$ cat src/rtl/icache_fill_ctrl.sv
// Instruction-cache miss fill controller: streams one block of word reads to memory
// and writes the returned words, then the tag, into the cache arrays.
//   state  | meaning
//   IDLE   | no fill; a miss latches the block base and starts a fill
//   WAIT   | issuing block reads and collecting returned words in order
module icache_fill_ctrl #(
  parameter int MEM_WORDS = 8
) (
  input  logic                         clk,
  input  logic                         rst_n,
  input  logic                         miss_detected,
  input  logic [15:0]                  miss_address,
  input  logic                         memory_data_valid,
  input  logic [15:0]                  memory_data,
  output logic                         fsm_busy,
  output logic                         mem_read_en,
  output logic [15:0]                  memory_address,
  output logic                         write_data_array,
  output logic [$clog2(MEM_WORDS)-1:0] word_index,
  output logic [15:0]                  cache_data,
  output logic                         write_tag_array
);

  localparam int CW = $clog2(MEM_WORDS);
  localparam logic [0:0]    S_IDLE     = 1'b0;
  localparam logic [0:0]    S_WAIT     = 1'b1;
  localparam logic [CW:0]   ISSUE_END  = (CW+1)'(MEM_WORDS);
  localparam logic [CW-1:0] LAST_WORD  = CW'(MEM_WORDS - 1);
  localparam logic [15:0]   BASE_MASK  = ~16'(2 * MEM_WORDS - 1);

  logic [0:0]    state;
  logic [15:0]   base;
  logic [CW:0]   issue_cnt;
  logic [CW-1:0] recv_cnt;
  logic          issuing;
  logic [CW-1:0] addr_word;

  assign issuing   = (state == S_WAIT) && (issue_cnt < ISSUE_END);
  assign addr_word = issuing ? issue_cnt[CW-1:0] : LAST_WORD;

  always_ff @(posedge clk or negedge rst_n) begin
    if (!rst_n) begin
      state     <= S_IDLE;
      base      <= 16'h0000;
      issue_cnt <= '0;
      recv_cnt  <= '0;
    end else begin
      case (state)
        S_IDLE: begin
          if (miss_detected) begin
            base      <= miss_address & BASE_MASK;
            issue_cnt <= '0;
            recv_cnt  <= '0;
            state     <= S_WAIT;
          end
        end
        default: begin
          if (issuing) issue_cnt <= issue_cnt + 1'b1;
          if (memory_data_valid) begin
            recv_cnt <= recv_cnt + 1'b1;
            // A miss on the closing edge is dropped; fetch re-probes next cycle.
            if (recv_cnt == LAST_WORD) state <= S_IDLE;
          end
        end
      endcase
    end
  end

  // Busy is qualified by rst_n so the stall releases the moment reset asserts.
  assign fsm_busy         = rst_n && ((state == S_WAIT) || miss_detected);
  assign mem_read_en      = issuing;
  // base has a zero word offset field, so OR-ing the offset can never carry out.
  assign memory_address   = (state == S_WAIT) ?
                            (base | {{(15-CW){1'b0}}, addr_word, 1'b0}) : 16'h0000;
  assign write_data_array = (state == S_WAIT) && memory_data_valid;
  assign word_index       = recv_cnt;
  assign cache_data       = memory_data;
  assign write_tag_array  = write_data_array && (recv_cnt == LAST_WORD);

endmodule

$ cat config.mk
export PLATFORM = sky130hd
export DESIGN_NAME = icache_fill_ctrl
export DESIGN_NICKNAME = d
export VERILOG_FILES = /design/src/rtl/icache_fill_ctrl.sv
export SDC_FILE = /design/constraint.sdc
export NUM_CORES = 1
export LEC_CHECK = 0
export BUFFER_PORTS_ARGS = -buffer_cell sky130_fd_sc_hd__buf_2
export CELL_PAD_IN_SITES_DETAIL_PLACEMENT = 1
export CELL_PAD_IN_SITES_GLOBAL_PLACEMENT = 1
export CORE_MARGIN = 1
export CORE_UTILIZATION = 27
export CTS_BUF_LIST = sky130_fd_sc_hd__clkbuf_16
export CTS_CLUSTER_SIZE = 16
export DETAILED_ROUTE_END_ITERATION = 10
export HOLD_SLACK_MARGIN = 0.05
export PLACE_DENSITY_LB_ADDON = 0.1
export SYNTH_ARGS = -nofsm -noshare
export SYNTH_HDL_FRONTEND = slang
export SYNTH_SLANG_ARGS = --single-unit
$ cat constraint.sdc
create_clock -name clk -period 1.2 [get_ports clk]
set_input_delay 0.12 -clock clk [delete_from_list [all_inputs] [get_ports clk]]
set_output_delay 0.12 -clock clk [all_outputs]
set_load 0.005 [all_outputs]
==> flow_summary_export.csv <==
group,metric,value,unit
outcome,status,"complete, but fails checks",
outcome,violations,"setup timing",
sta,slew_viol_final,0,
grt,grt_usage,13.8,%
floorplan,ios,75,
synth,synth_common_cells,"20 x dfrtp_1, 17 x buf_4, 13 x and2_1",
pwr,p_leak,0.847,nW
floorplan,die_w,68,um
clock_tree,cts_buffers,3,
grt,grt_pass1_vias,897,
place,dp_hpwl,2010,um
critical_path,r2r_end,"base[9]$_DFFE_PN0P_",
cells_and_area,syn2layout_area_growth,51.6,%
hold_path,holdPathStages,2,
critical_path,rr_worst_depth,4,
sta,whs,0.0988,ns
run,maxCapViolCount,0,
cells_and_area,instances_no_fill,194,
synth,synth_edf_count,0,
place,gp_congestion,0.634,
grt,antenna_found_initial,0,
synth,syn_area,1180,um2
sta,finalHoldViolCount,0,
synth,synth_cell_type_count,27,
cells_and_area,drive_gt1_share,72.9,%
hold_path,min_path_type,"in -> reg",
clock_tree,cts.sinks,20,
synth,syn_inst,103,
clock_tree,cts_max_path_buffers,2,
critical_path,r2r-start,"state$_DFF_PN0_",
cells_and_area,final_nets,184,
floorplan,die_h,68,um
place,postPlaceCellArea,1350,um2
floorplan,rows,23,
sta,setup-violations-final,21,
synth,syn-num-nets,142,
clock_tree,cts_tree,"built",
hold_path,min_from,"miss_address[4]",
synth,syn-mean-instance-area,11.4,um2
routing,first_pass_iters,2,
clock_tree,htree_num_levels,1,
cells_and_area,seq_area,503,um2
place,dp_slack,-0.0411,ns
grt,overflow,0,
cells_and_area,postLayoutCellArea,1780,um2
synth,synth.area.top_cells,"dfrtp_1 43%, mux2_4 13%, buf_4 11%",
clock_tree,clk_pin_slew,0.05,ns
floorplan,start_util,28.8,%
cells_and_area,num-fill-cells,444,
grt,grt_max_degree,21,
routing,drc,0,
clock_tree,root_buffer,"clkbuf_16",
place,io_buffers,37,
synth,yosysMostFrequentCell,"dfrtp_1",
cells_and_area,num_antenna_cells,0,
routing,vias_per_cell,4.61,
synth,ys_warn_count,0,
clock_tree,insertion_delay,0.25,ns
synth,synth_top_area_share,42.6,%
critical_path,critPathLaunchType,"flip-flop",
cells_and_area,multiInputGateArea,629,um2
critical_path,worstPathMaxFanout,2,
hold_path,hold_path_end,"base[4]$_DFFE_PN0P_",
pwr,vdd_drop_max,1.04,mV
synth,async_flop_share,100,%
floorplan,core,4090,um2
grt,grt_first_pass_wirelength,4550,um
sta,fin_tns_setup,-1.82,ns
routing,drt_iter0_drc,13,
critical_path,reg2reg_slack,-0.13,ns
critical_path,endpoint_kind,"primary output",
routing,final_antenna_net_count,0,
sta,setup_slack,-0.175,ns
synth,ys_ff_latch,20,
routing,wl_per_cell,15.4,um
sta,max_freq,0.727,GHz
sta,clock_skew,0.00135,ns
floorplan,dieArea,4620,um2
critical_path,crit_type,"reg -> out",
sta,fin_crit,1.37,ns
routing,vias,894,
routing,routed_wl,2990,um
pwr,powerDensity,2650,nW/um2
synth,synth_flop_cell,"dfrtp_1",
place,dp_cells,179,
sta,fin_crit_sh,115,%
critical_path,arrival,1.25,ns
synth,yosys.area.top_type,"dfrtp_1",
critical_path,worstPathRequired,1.08,ns
synth,yosysSeqAreaShare,42.6,%
sta,rsz0062_at_grt,"true",
-- power by group --
group          switching, mW  internal [mW]  total [mW]
Sequential             0.299           1.02        1.31
Combinational          0.905           1.83        2.73
Clock                  0.235          0.443       0.678
-- kinds of logic (layout without fill, tap and decap cells) --
| logic type | Yosys count | in the layout | share of synthesized area [%] |
|---|---|---|---|
| fa+ha+maj | 3 | 3 | 3.19 |
| other cells | 1 | 1 | 0.319 |
| compound gates | 8 | 8 | 4.89 |
| xor+xnor | 2 | 2 | 1.49 |
| mux | 15 | 15 | 17.2 |
| simple gates | 32 | 32 | 16.2 |
| flops | 20 | 20 | 42.6 |
| buf+inv | 22 | 63 | 14.1 |
-- worst max-delay path by stage --
stage | startpoint | endpoint | cells past startpoint
after global routing | word_index[0]$_DFFE_PN0P_ | write_tag_array | 4
after CTS | word_index[1]$_DFFE_PN0P_ | write_tag_array | 4
after global placement | state$_DFF_PN0_ | issue_cnt[2]$_DFFE_PN0P_ | 3
after floorplan | word_index[0]$_DFFE_PN0P_ | word_index[2]$_DFFE_PN0P_ | 4
final | word_index[0]$_DFFE_PN0P_ | write_tag_array | 4
after detailed placement | state$_DFF_PN0_ | issue_cnt[2]$_DFFE_PN0P_ | 3
-- state kept, by name (all words and copies together), names as in the netlist --
| name | count |
|---|---|
| base | 12 |
| issue_cnt | 4 |
| word_index | 3 |
| state | 1 |
-- per-layer routing --
layer	up-vias	GRT usage (%)	wire, um
met4	0	7.81	89
li1	409	-	-
met3	24	4.00	175
met5	-	0	0
met2	27	22.8	1500
met1	434	15.9	1220
-- worst max-delay path, cell delays in order, from the launching register on --
cell and delay (ns):
dfrtp_1 0.39, ha_2 0.19, ha_2 0.16, and3_4 0.16, buf_6 0.11
-- stage by stage --
| step | total power [mW] | utilization, % |
|---|---|---|
| 2_1_floorplan | 2.30 | - |
| 6_report | 4.73 | 43.6 |
| 3_3_place_gp | 2.94 | 33.0 |
| 4_1_cts | 4.34 | 39.7 |
| 5_1_grt | 5.08 | 43.6 |
| 3_5_place_dp | 3.00 | 33.0 |
-- cell usage in the layout (no fill, tap or decap), types with 2 or more instances in the layout --
cell type	netlist	routed
o2bb2ai_1	3	2
buf_4	17	10
nand2b_1	3	2
nor2_4	0	5
dfrtp_2	0	2
clkbuf_16	0	4
and2_4	0	12
buf_6	0	22
nor2_2	0	4
mux2_4	10	12
dfrtp_1	20	18
buf_2	2	23
mux2i_1	3	3
ha_2	0	2
-- final cells by class --
class | count | area share, %
multi-input cells | 61 | 35.3
flip-flops and latches | 20 | 28.2
repair buffers | 58 | 27.6
clock buffers | 3 | 4.21
well taps | 50 | 3.51
inverters | 1 | 0.912
clock inverters | 1 | 0.211
-- repair_timing --
item                                    4_1_cts  5_1_grt
gates cloned                                  0        1
resized for setup                            38       26
pin swaps                                     6        5
hold buffers                                  1        0
setup buffers                                 5        4
endpoints found under the setup margin       22       35
endpoints found under the hold margin        20        0
Power figures use the tool's default switching activity.
